## src/rtl/uart_tx_stream.sv

```systemverilog
// UART transmit engine with an input FIFO: start bit, DATA_BITS data bits LSB first,
// optional parity bit and STOP_BITS stop bits, each bit CLKS_PER_BIT clocks long.
module uart_tx_stream #(
  parameter int unsigned CLKS_PER_BIT = 176,
  parameter int unsigned DATA_BITS    = 8,
  parameter int unsigned PARITY       = 0,
  parameter int unsigned STOP_BITS    = 1,
  parameter int unsigned FIFO_DEPTH   = 8
) (
  input  logic                              clk,
  input  logic                              resetn,
  input  logic                              in_valid,
  input  logic [DATA_BITS-1:0]              in_data,
  output logic                              in_ready,
  output logic                              uart_txd,
  output logic                              busy,
  output logic                              tx_done,
  output logic [$clog2(FIFO_DEPTH+1)-1:0]   fifo_level
);

  localparam int unsigned CW = $clog2(CLKS_PER_BIT);
  localparam int unsigned BW = $clog2(DATA_BITS + 1);
  localparam int unsigned PW = $clog2(FIFO_DEPTH);
  localparam int unsigned LW = $clog2(FIFO_DEPTH + 1);

  typedef enum logic [2:0] {StIdle, StStart, StData, StParity, StStop} state_e;

  // FIFO storage and bookkeeping
  logic [DATA_BITS-1:0] mem [FIFO_DEPTH];
  logic [PW-1:0]        wr_ptr_q, rd_ptr_q;
  logic [LW-1:0]        level_q, level_d;
  logic                 fifo_full, fifo_empty, push, pop;
  logic [DATA_BITS-1:0] head;

  // Transmit FSM state
  state_e               state_q, state_d;
  logic [CW-1:0]        cnt_q, cnt_d;
  logic [BW-1:0]        bit_q, bit_d;
  logic [DATA_BITS-1:0] shift_q, shift_d;
  logic                 par_q, par_d;
  logic                 txd_q, txd_d;
  logic                 done_q, done_d;
  logic                 bit_end;

  assign fifo_full  = (level_q == LW'(FIFO_DEPTH));
  assign fifo_empty = (level_q == '0);
  assign in_ready   = !fifo_full;
  assign push       = in_valid && !fifo_full;
  assign head       = mem[rd_ptr_q];
  assign level_d    = level_q + LW'(push) - LW'(pop);

  always_ff @(posedge clk) begin
    if (push) mem[wr_ptr_q] <= in_data;
  end

  always_ff @(posedge clk or negedge resetn) begin
    if (!resetn) begin
      wr_ptr_q <= '0;
      rd_ptr_q <= '0;
      level_q  <= '0;
    end else begin
      if (push) wr_ptr_q <= wr_ptr_q + 1'b1;
      if (pop)  rd_ptr_q <= rd_ptr_q + 1'b1;
      level_q <= level_d;
    end
  end

  assign bit_end = (cnt_q == CW'(CLKS_PER_BIT - 1));

  always_comb begin
    state_d = state_q;
    cnt_d   = cnt_q;
    bit_d   = bit_q;
    shift_d = shift_q;
    par_d   = par_q;
    txd_d   = txd_q;
    done_d  = 1'b0;
    pop     = 1'b0;

    if (state_q != StIdle) cnt_d = bit_end ? '0 : cnt_q + 1'b1;

    unique case (state_q)
      StIdle: pop = !fifo_empty;
      StStart: begin
        if (bit_end) begin
          state_d = StData;
          txd_d   = shift_q[0];
          shift_d = shift_q >> 1;
          bit_d   = BW'(1);
        end
      end
      StData: begin
        if (bit_end) begin
          if (bit_q == BW'(DATA_BITS)) begin
            if (PARITY != 0) begin
              state_d = StParity;
              txd_d   = par_q;
            end else begin
              state_d = StStop;
              txd_d   = 1'b1;
              bit_d   = BW'(1);
            end
          end else begin
            txd_d   = shift_q[0];
            shift_d = shift_q >> 1;
            bit_d   = bit_q + 1'b1;
          end
        end
      end
      StParity: begin
        if (bit_end) begin
          state_d = StStop;
          txd_d   = 1'b1;
          bit_d   = BW'(1);
        end
      end
      StStop: begin
        if (bit_end) begin
          if (bit_q == BW'(STOP_BITS)) begin
            done_d = 1'b1;
            if (fifo_empty) state_d = StIdle;
            else            pop     = 1'b1;
          end else begin
            bit_d = bit_q + 1'b1;
          end
        end
      end
      default: state_d = StIdle;
    endcase

    // A pop always begins a new frame with the start bit
    if (pop) begin
      state_d = StStart;
      txd_d   = 1'b0;
      cnt_d   = '0;
      shift_d = head;
      par_d   = (PARITY == 2) ? ^head : ~^head;
    end
  end

  always_ff @(posedge clk or negedge resetn) begin
    if (!resetn) begin
      state_q <= StIdle;
      cnt_q   <= '0;
      bit_q   <= '0;
      shift_q <= '0;
      par_q   <= 1'b0;
      txd_q   <= 1'b1;
      done_q  <= 1'b0;
    end else begin
      state_q <= state_d;
      cnt_q   <= cnt_d;
      bit_q   <= bit_d;
      shift_q <= shift_d;
      par_q   <= par_d;
      txd_q   <= txd_d;
      done_q  <= done_d;
    end
  end

  assign uart_txd   = txd_q;
  assign tx_done    = done_q;
  assign fifo_level = level_q;
  assign busy       = (state_q != StIdle) || !fifo_empty;

endmodule

```

## config.mk

```make
export PLATFORM = sky130hd
export DESIGN_NAME = uart_tx_stream
export DESIGN_NICKNAME = d
export VERILOG_FILES = /design/src/rtl/uart_tx_stream.sv
export SDC_FILE = /design/constraint.sdc
export NUM_CORES = 1
export LEC_CHECK = 0
export BUFFER_PORTS_ARGS = -buffer_cell sky130_fd_sc_hd__clkbuf_2
export CORE_UTILIZATION = 55
export DETAILED_ROUTE_END_ITERATION = 10
export GPL_TIMING_DRIVEN = 0
export PLACE_DENSITY_LB_ADDON = 0.2
export SETUP_SLACK_MARGIN = 0.3
export SYNTH_ARGS = -nofsm -noshare
export SYNTH_HDL_FRONTEND = slang
export SYNTH_SLANG_ARGS = --single-unit
export TNS_END_PERCENT = 5
```

## constraint.sdc

```tcl
create_clock -name clk -period 3.8 [get_ports clk]
set_input_delay 1.14 -clock clk [delete_from_list [all_inputs] [get_ports clk]]
set_output_delay 1.14 -clock clk [all_outputs]
set_load 0.1 [all_outputs]
```

Yosys cells after proc, flatten, opt, wreduce, memory -nomap -nowiden
Memory sizes are Yosys's and may differ from the RTL's.
Cells that the tools add are included.
- $add $sub $neg: 6
- $lt $le $gt $ge: 0
- reductions and logical operators: 16
- $mul: 0
- shift operators: 0
- divide/modulo/power cells: 0
- bitwise gates (word level): 0
- multiplexer cells: 38
- eq/ne operators: 21
- operators with widths (cell ; count):
    two-way mux 8 bit ; 7
    two-way mux 3 bit ; 8
    != test 3 bit, second input constant ; 8
    two-way mux 4 bit ; 5
    case mux 8 bit (2 select lines) ; 1
    case mux 3 bit (5 select lines) ; 1
    two-way mux 1 bit ; 13
    case mux 4 bit (3 select lines) ; 1
    nonzero test 3 bit ; 3
    adder 8 x 1 -> 8 bit, second input constant ; 1
    equality test 4 bit, second input constant ; 2
    equality test 8 bit, second input constant ; 1
    != test 2 bit, second input constant ; 4
    AND reduction 4 bit ; 2
    AND reduction 8 bit ; 1
    adder 3 x 1 -> 3 bit, second input constant ; 2
    equality test 3 x 2 -> 1 bit, second input constant ; 2
    AND reduction 5 bit ; 1
    adder 4 x 1 -> 4 bit ; 1
    adder 4 x 1 -> 4 bit, second input constant ; 1
    equality test 4 x 1 -> 1 bit, second input constant ; 1
    logical NOT 4 bit ; 1
    nonzero test 4 bit ; 1
    subtractor 4 x 1 -> 4 bit ; 1
    11 further kinds ; 12
- memory bits (writable): 64
- bits in latches: 0
- memories: 1
- memory bits (read-only): 0
- bits in registers: 35
- output and inout bits: 8
- input bits: 11
- word-level logic and storage cells: 91
- memory list (memory ; words ; bits a word ; read ports ; clocked after Yosys merged registers in ; write ports ; RTL line ; source):
    mem ; 8 ; 8 ; 1 ; 0 ; 1 ; 29 ; logic [DATA_BITS-1:0] mem [FIFO_DEPTH];

Longest topological paths before layout
Gate-level depths: netlist of the first run.
- depth after elaboration: 7
- mapped depth: 13

Worst setup path after synthesis of the first run
OpenSTA, ideal clock, no wires.
- kind: reg2out
- start point: register level_q[2], in the netlist fifo_level[2]
- end point: output port busy
- data arrival time: 2366 ps
- path buffers: 0
- stages on the path, launching flop included: 6
- slack: 294 ps
- data required time: 2660 ps
- cell sequence: dfrtp_1 -> inv_1 -> ha_1 -> nor3b_2 -> and2_1 -> inv_1
- cells in the longest elaborated chain, start to end: 3
- RTL lines (what ; RTL line ; source):
    start, declared ; 31 ; logic [LW-1:0] level_q, level_d;
    start signal, assigned ; 64 ; level_q <= level_d;
    logical NOT 4 bit ; 46 ; assign fifo_empty = (level_q == '0);
    logical NOT 1 bit ; 164 ; assign busy = (state_q != StIdle) || !fifo_empty;
    logical OR 1 bit ; 164 ;
    end, declared ; 16 ; output logic busy,
No other way between the ends.

Worst setup path after layout of the first run
Ends and elaborated chain as after synthesis.

==> load_flow_metrics.sql, run 1 <==
INSERT INTO impl_metrics (metric_group, metric, value, unit) VALUES
('timing', 'final_period_minus_worst_setup_slack', '3270', 'ps'),
('logic_synthesis', 'synth_area_per_cell', '15.4', 'µm²'),
('power_and_ir_drop', 'power.total', '2540', 'µW'),
('finish', 'final_net_count', '341', ''),
('clock_network', 'cts.sink_count', '99', ''),
('timing', 'finalWorstSetupSlack', '526', 'ps'),
('logic_synthesis', 'ys_ff_latch', '99', ''),
('setup_path', 'crit_path_frequent_cell', 'sky130_fd_sc_hd__inv_1', ''),
('global_routing', 'vias_in_the_first_global_route', '2393', ''),
('drt', 'drtIter0Drc', '85', ''),
('finish', 'area_growth_syn_to_layout', '9.48', '%'),
('finish', 'sequential_cell_area', '0.00280', 'mm²'),
('clock_network', 'cts.htree.levels', '3', ''),
('global_routing', 'gr-usage-all-layers', '19.6', '%'),
('logic_synthesis', 'synth.cell_area', '0.00445', 'mm²'),
('timing', 'period_share', '86.1', '%'),
('global_routing', 'grt_max_degree', '36', ''),
('placed_design', 'hpwlAfterDp', '4970', 'µm'),
('drt', 'antenna_violating_nets_post_route', '0', ''),
('flow_run', 'drv_cap', '0', ''),
('timing', 'final-setup-viol-count', '0', ''),
('clock_network', 'numCtsBuffers', '9', ''),
('hold_path', 'hold_path_class', 'flip-flop to flip-flop', ''),
('setup_path', 'critical_path.max_stage_delay', '410', 'ps'),
('finish', 'final_design_area_no_fill', '0.00487', 'mm²'),
('clock_network', 'clk_pin_slew_worst_paths', '100', 'ps'),
('setup_path', 'critical_path_buf_inv_count', '3', ''),
('floorplanning', 'die-height', '91.9', 'µm'),
('setup_path', 'critical_r2r_launch', 'bit_q[1]', ''),
('clock_network', 'root_buffer', 'sky130_fd_sc_hd__clkbuf_8', ''),
('drt', 'drt_drc_violations_left', '0', ''),
('timing', 'grt_setup_unrepaired', 'false', ''),
('setup_path', 'worstSetupPathType', 'flip-flop to output port', ''),
('finish', 'post-route-util', '62.7', '%'),
('floorplanning', 'floorplan.die_area', '0.00845', 'mm²'),
('setup_path', 'critical_path_peak_fanout', '8', ''),
('timing', 'peak_clock_frequency_supported_by_timing', '305', 'MHz'),
('placed_design', 'finalWeightedCongestion', '0.796', ''),
('setup_path', 'reg2reg_depth', '13', ''),
('finish', 'num-fill-cells', '593', ''),
('setup_path', 'timing.reg2reg.setup_slack', '900', 'ps'),
('drt', 'detail_route.vias_per_cell', '5.64', ''),
('floorplanning', 'coreArea', '0.00777', 'mm²'),
('power_and_ir_drop', 'max-vdd-ir-drop', '319', 'µV'),
('finish', 'multi_input_area', '0.00152', 'mm²'),
('floorplanning', 'row_count', '32', ''),
('drt', 'drt_pass1_iterations', '4', ''),
('logic_synthesis', 'asyncSetResetFlopFracSynth', '35.4', '%'),
('logic_synthesis', 'netlist-cell-type-count', '50', ''),
('placed_design', 'io_buffer_count', '18', ''),
('timing', 'measured_slew_at_the_worst_slew_check_pin', '1270', 'ps'),
('placed_design', 'placement.cell_area', '0.00467', 'mm²'),
('setup_path', 'crit_path_end', 'busy', ''),
('setup_path', 'crit_path_cell_trace', 'inv_1 -> ha_1 -> nor3b_4 -> and2_1 -> inv_1 -> clkbuf_2', ''),
('logic_synthesis', 'synth.yosys.seq_area_share', '62.9', '%'),
('setup_path', 'slowest_stage', 'sky130_fd_sc_hd__dfrtp_2', ''),
('timing', 'maxSlewViolCount', '0', ''),
('timing', 'fin_worst_skew', '13.9', 'ps'),
('setup_path', 'worstSetupEndpointType', 'output port', ''),
('global_routing', 'first_pass_grt_wire_length', '12200', 'µm'),
('status', 'result_of_the_run', 'complete, no violations', ''),
('floorplanning', 'chipWidth', '91.9', 'µm'),
('logic_synthesis', 'synth_warnings', '0', ''),
('setup_path', 'critical_path.startpoint', 'fifo_level[2]', ''),
('timing', 'final_hold_viol_count', '0', ''),
('drt', 'routed_wire_length_per_instance', '17.3', 'µm'),
('setup_path', 'worst_ep_arrival_time', '2130', 'ps'),
('power_and_ir_drop', 'leak_pwr', '0.00180', 'µW'),
('global_routing', 'grt.overflow.total', '0', ''),
('logic_synthesis', 'synthesis.instances', '288', ''),
('clock_network', 'clock_tree_from_tritoncts', 'done', '');
-- cells in the final DEF, fill, tap and decap left out, types with 2 or more instances in the layout --
| master | n |
|---|---|
| sky130_fd_sc_hd__mux4_2 | 16 |
| sky130_fd_sc_hd__nor2_1 | 14 |
| sky130_fd_sc_hd__nand2b_1 | 9 |
| sky130_fd_sc_hd__buf_12 | 2 |
| sky130_fd_sc_hd__inv_1 | 14 |
| sky130_fd_sc_hd__o31ai_1 | 5 |
| sky130_fd_sc_hd__a21oi_1 | 7 |
| sky130_fd_sc_hd__dfrtp_1 | 33 |
| sky130_fd_sc_hd__ha_1 | 12 |
| sky130_fd_sc_hd__nand3b_1 | 2 |
| sky130_fd_sc_hd__a211oi_1 | 3 |
| sky130_fd_sc_hd__xor2_1 | 2 |
| sky130_fd_sc_hd__nand4bb_1 | 2 |
| sky130_fd_sc_hd__edfxtp_1 | 64 |
| sky130_fd_sc_hd__xnor2_1 | 8 |
| sky130_fd_sc_hd__clkbuf_8 | 9 |
| sky130_fd_sc_hd__o311ai_0 | 2 |
| sky130_fd_sc_hd__nand2_1 | 13 |
| sky130_fd_sc_hd__nand4_1 | 2 |
| sky130_fd_sc_hd__or2_2 | 3 |
| sky130_fd_sc_hd__nand3_1 | 8 |
| sky130_fd_sc_hd__nor3_2 | 2 |
| sky130_fd_sc_hd__o21ai_0 | 2 |
| sky130_fd_sc_hd__clkbuf_1 | 2 |
| sky130_fd_sc_hd__mux2_2 | 4 |
| sky130_fd_sc_hd__clkbuf_2 | 18 |
| sky130_fd_sc_hd__and4b_1 | 2 |
| sky130_fd_sc_hd__o211ai_1 | 3 |
| sky130_fd_sc_hd__buf_2 | 7 |
| sky130_fd_sc_hd__mux2i_1 | 19 |
| sky130_fd_sc_hd__inv_6 | 3 |
| sky130_fd_sc_hd__nor3_1 | 4 |
-- worst min path at each step --
stage	end	cells after the start	start	slack (ps)
global placement	cnt_q[1]	2	cnt_q[1]	490
global route	shift_q[7]	2	shift_q[7]	560
CTS	cnt_q[1]	2	cnt_q[1]	530
finish	cnt_q[1]	2	cnt_q[1]	520
floorplan	cnt_q[1]	2	cnt_q[1]	470
detailed placement	cnt_q[1]	2	cnt_q[1]	500
-- cell usage after synthesis (3+ instances only) --
library cell | n | area (µm²)
sky130_fd_sc_hd__dfrtp_1 | 34 | 851
sky130_fd_sc_hd__buf_2 | 7 | 35.0
sky130_fd_sc_hd__mux2_2 | 4 | 45.0
sky130_fd_sc_hd__mux2i_1 | 19 | 190
sky130_fd_sc_hd__inv_1 | 14 | 52.6
sky130_fd_sc_hd__nand3_1 | 8 | 40.0
sky130_fd_sc_hd__mux4_2 | 16 | 360
sky130_fd_sc_hd__o211ai_1 | 3 | 22.5
sky130_fd_sc_hd__o31ai_1 | 5 | 37.5
sky130_fd_sc_hd__ha_1 | 12 | 150
sky130_fd_sc_hd__edfxtp_1 | 64 | 1920
sky130_fd_sc_hd__nand2_1 | 13 | 48.8
sky130_fd_sc_hd__xnor2_1 | 8 | 70.1
sky130_fd_sc_hd__a21oi_1 | 7 | 35.0
sky130_fd_sc_hd__nor2_1 | 14 | 52.6
sky130_fd_sc_hd__nor3_1 | 5 | 25.0
sky130_fd_sc_hd__or2_2 | 3 | 18.8
sky130_fd_sc_hd__a211oi_1 | 3 | 22.5
sky130_fd_sc_hd__nand2b_1 | 9 | 56.3
-- kinds of logic after synthesis --
| family | synth area share [%] |
|---|---|
| AOI/OAI and AO/OA | 5.12 |
| xor gates and xnor gates | 2.34 |
| adders and majority gates | 3.83 |
| buffers and inverters | 3.04 |
| DFF | 62.9 |
| muxes | 13.4 |
| and+or+nand+nor | 9.34 |
-- flip-flops by register name, summed over array words and instances, names as in the netlist --
register / cells
state_q: 3
wr_ptr_q: 3
mem: 64
shift_q: 8
fifo_level: 4
rd_ptr_q: 3
bit_q: 4
uart_txd: 1
tx_done: 1
cnt_q: 8
-- power by group --
| part | internal (µW) | leakage (µW) | switching, µW |
|---|---|---|---|
| clock network | 255 | 0.0000993 | 390 |
| logic | 148 | 0.000692 | 377 |
| registers | 1300 | 0.00101 | 71.0 |
-- worst reg2reg max path: stages (launching register included) --
cell	delay (ps)
sky130_fd_sc_hd__dfrtp_1	420
sky130_fd_sc_hd__inv_1	90
sky130_fd_sc_hd__ha_1	140
sky130_fd_sc_hd__or3b_4	410
sky130_fd_sc_hd__o31ai_4	270
sky130_fd_sc_hd__and2_4	200
sky130_fd_sc_hd__buf_12	120
sky130_fd_sc_hd__buf_12	130
sky130_fd_sc_hd__ha_1	230
sky130_fd_sc_hd__inv_1	60
sky130_fd_sc_hd__ha_1	150
sky130_fd_sc_hd__inv_1	60
sky130_fd_sc_hd__fa_1	390
sky130_fd_sc_hd__xnor2_1	140
-- per-layer routing --
| metal | routed length, µm | track usage [%] | vias to the layer above |
|---|---|---|---|
| met5 | 0 | 0 | - |
| met4 | 78 | 5.47 | 0 |
| met3 | 220 | 4.73 | 9 |
| met2 | 3580 | 32.2 | 40 |
| met1 | 3470 | 26.2 | 1193 |
| li1 | - | - | 1149 |
-- final cells by class --
class | instances | share of cell area (%)
sequential | 99 | 57.5
inverter | 14 | 1.08
clock inverter | 7 | 1.39
multi-input combinational | 164 | 31.3
timing repair buffer | 18 | 1.85
clock buffer | 9 | 2.54
buffer | 11 | 1.70
tap | 102 | 2.62
-- stage by stage --
stage,cells,hold slack (ps)
finish,424,522
global placement,408,491
floorplan,288,474
detailed placement,408,505
global route,424,560
CTS,424,527
-- what timing repair did --
item	CTS	global route
setup buffers	0	0
hold buffers	0	0
gates resized for setup	0	1
endpoints found under the hold margin	0	0
endpoints found under the setup margin	0	1
Note: power is estimated with default switching activity, not from simulation.
==> run 2, diff against run 1 <==
HOLD_SLACK_MARGIN = 0.12   (was not set)
clock period = 3.25 ns   (was 3.8 ns; I/O delays follow)
==> load_flow_metrics.sql, run 2 (synthesis gave the netlist of run 1 again) <==
INSERT INTO impl_metrics (metric_group, metric, value, unit) VALUES
('status', 'result_of_the_run', 'complete, no violations', ''),
('power_and_ir_drop', 'pwrdens', '613', 'mW/mm²'),
('setup_path', 'slowest_stage', 'sky130_fd_sc_hd__or3b_2', ''),
('placed_design', 'io_buffer_count', '18', ''),
('timing', 'final_hold_viol_count', '0', ''),
('drt', 'top_signal_layer_used', 'met4', ''),
('clock_network', 'clock_tree_from_tritoncts', 'done', ''),
('placed_design', 'hpwlAfterDp', '5070', 'µm'),
('global_routing', 'first_pass_grt_wire_length', '12500', 'µm'),
('setup_path', 'worstSetupEndpointType', 'output port', ''),
('hold_path', 'min_from', 'cnt_q[1]', ''),
('finish', 'layout_common_cells', '64 x sky130_fd_sc_hd__edfxtp_1, 29 x sky130_fd_sc_hd__dfrtp_1, 19 x sky130_fd_sc_hd__mux2i_1', ''),
('floorplanning', 'die-height', '91.9', 'µm'),
('hold_path', 'hold_path_class', 'flip-flop to flip-flop', ''),
('finish', 'area_growth_syn_to_layout', '12.0', '%'),
('drt', 'met2WireLength', '3820', 'µm'),
('global_routing', 'vias_in_the_first_global_route', '2366', ''),
('setup_path', 'timing.reg2reg.setup_slack', '370', 'ps'),
('timing', 'timing.slew.headroom', '39.7', '%'),
('timing', 'fin_worst_skew', '13.7', 'ps'),
('global_routing', 'grt_antenna_before_repair', '0', ''),
('clock_network', 'worst_skew_pair.late_latency', '370', 'ps'),
('clock_network', 'root_buffer', 'sky130_fd_sc_hd__clkbuf_8', ''),
('drt', 'detail_route.wirelength.met1', '3480', 'µm'),
('clock_network', 'cts.sink_count', '99', ''),
('setup_path', 'critical_path_peak_fanout', '4', ''),
('setup_path', 'crit_path_cell_trace', 'inv_1 -> ha_1 -> or3b_2 -> clkbuf_2', ''),
('drt', 'drt_drc_violations_left', '0', ''),
('hold_path', 'hold_path_depth', '2', ''),
('setup_path', 'worstSetupPathType', 'flip-flop to output port', ''),
('finish', 'antenna_cells', '0', ''),
('timing', 'setup-tns-final', '0', 'ps'),
('global_routing', 'grt.overflow.total', '0', ''),
('setup_path', 'worst_ep_arrival_time', '1940', 'ps'),
('clock_network', 'clk_pin_slew_worst_paths', '110', 'ps'),
('timing', 'final_period_minus_worst_setup_slack', '2910', 'ps'),
('floorplanning', 'row_count', '32', ''),
('clock_network', 'clk_path_buf_depth', '2', ''),
('power_and_ir_drop', 'max-vdd-ir-drop', '380', 'µV'),
('floorplanning', 'floorplan.die_area', '0.00845', 'mm²'),
('setup_path', 'critical_r2r_launch', 'bit_q[1]', ''),
('floorplanning', 'ioPinCount', '19', ''),
('drt', 'drtIter0Drc', '97', ''),
('hold_path', 'worst_hold_path.endpoint', 'cnt_q[1]', ''),
('setup_path', 'critical_path_required', '2270', 'ps'),
('global_routing', 'gr-usage-all-layers', '20.1', '%'),
('drt', 'drt_pass1_iterations', '4', ''),
('clock_network', 'cts.htree.levels', '3', ''),
('floorplanning', 'initial_core_util', '57.2', '%'),
('finish', 'layout_top_registers', 'mem (64), cnt_q (8), shift_q (8)', ''),
('finish', 'sequential_cell_area', '0.00281', 'mm²'),
('timing', 'grt_setup_unrepaired', 'true', ''),
('drt', 'detailroute.via_count', '2450', ''),
('timing', 'finalWorstSetupSlack', '339', 'ps'),
('setup_path', 'crit_family', 'buffers and inverters', ''),
('drt', 'routed_wire_length_per_instance', '17.8', 'µm'),
('floorplanning', 'chipWidth', '91.9', 'µm'),
('drt', 'wire_length_after_detailed_routing', '7690', 'µm'),
('flow_run', 'drv_cap', '0', ''),
('clock_network', 'cts.hold.buffers_added', '0', ''),
('floorplanning', 'coreArea', '0.00777', 'mm²'),
('timing', 'maxSlewViolCount', '0', ''),
('finish', 'most_common_cell_after_layout_fill_and_taps_aside', 'sky130_fd_sc_hd__edfxtp_1', ''),
('power_and_ir_drop', 'leak_pwr', '0.00183', 'µW'),
('setup_path', 'critPathLaunchType', 'flip-flop', ''),
('placed_design', 'finalWeightedCongestion', '0.759', ''),
('timing', 'period_share', '89.6', '%'),
('finish', 'num-fill-cells', '576', ''),
('timing', 'measured_slew_at_the_worst_slew_check_pin', '905', 'ps'),
('setup_path', 'critical_path_buf_inv_count', '2', ''),
('drt', 'detail_route.vias_per_cell', '5.68', ''),
('finish', 'final_net_count', '348', ''),
('drt', 'antenna_violating_nets_post_route', '0', ''),
('global_routing', 'grt_max_degree', '36', ''),
('setup_path', 'reg2reg_depth', '13', ''),
('setup_path', 'critical_path.max_stage_delay', '490', 'ps'),
('timing', 'final-setup-viol-count', '0', ''),
('timing', 'peak_clock_frequency_supported_by_timing', '344', 'MHz'),
('timing', 'fin_worst_hold_slack', '532', 'ps'),
('setup_path', 'worst_r2r_endpoint', 'fifo_level[1]', ''),
('power_and_ir_drop', 'power.total', '3050', 'µW'),
('finish', 'multi_input_area', '0.00156', 'mm²'),
('clock_network', 'numCtsBuffers', '9', ''),
('finish', 'flip_flop_count_of_the_largest_register_all_copies_and_words_added', '64', ''),
('drt', 'met3_wirelength', '309', 'µm'),
('finish', 'drive_gt1_share', '30.7', '%'),
('placed_design', 'post_place_setup_slack', '373', 'ps'),
('finish', 'registers.top_by_ff_count', 'mem', '');
[run 2: power breakdown]
| part | total (µW) | switching (µW) | internal [µW] | leakage, µW |
|---|---|---|---|---|
| clock network | 791 | 483 | 308 | 0.000100 |
| registers | 1620 | 93.7 | 1520 | 0.00101 |
| logic | 641 | 452 | 189 | 0.000726 |
[run 2: layer usage]
layer | vias to the layer above | track usage, %
met5 | - | 0
met4 | 0 | 5.08
met3 | 8 | 5.06
met2 | 48 | 32.1
met1 | 1231 | 27.8
li1 | 1163 | -
[run 2: cell type report]
| class | count | share of cell area [%] |
|---|---|---|
| multi-input cells | 164 | 31.4 |
| flip-flops and latches | 99 | 56.3 |
| clock inverters | 7 | 1.56 |
| plain buffers | 11 | 1.66 |
| repair buffers | 25 | 2.92 |
| clock buffers | 9 | 2.49 |
| inverters | 14 | 1.06 |
| well taps | 102 | 2.56 |
[run 2: what timing repair did]
action | CTS | global route
gates resized for setup | 3 | 11
setup endpoints to repair | 1 | 5
endpoints found under the hold margin | 0 | 0
pin swaps | 0 | 2
buffers inserted | 1 | 6
[run 2: worst max-delay path by stage]
stage | start | end | cells after the start
floorplan | fifo_level[2] | busy | 5
global placement | bit_q[1] | fifo_level[2] | 13
detailed placement | fifo_level[2] | fifo_level[2] | 13
CTS | fifo_level[2] | in_ready | 4
global route | fifo_level[2] | in_ready | 4
finish | fifo_level[2] | in_ready | 4
[run 2: stage by stage]
stage,cells,utilization [%],instance area (µm²)
after floorplan,288,-,4460
after global placement,408,60.2,4670
after detailed placement,408,60.2,4670
after CTS,425,63.1,4900
after global routing,431,64.1,4980
final,431,64.1,4980
[run 2: tightest hold or removal path, cell delays in order, from the launching register on]
cell	delay, ps
sky130_fd_sc_hd__dfrtp_1	380
sky130_fd_sc_hd__nand2_1	60
sky130_fd_sc_hd__o31ai_1	60
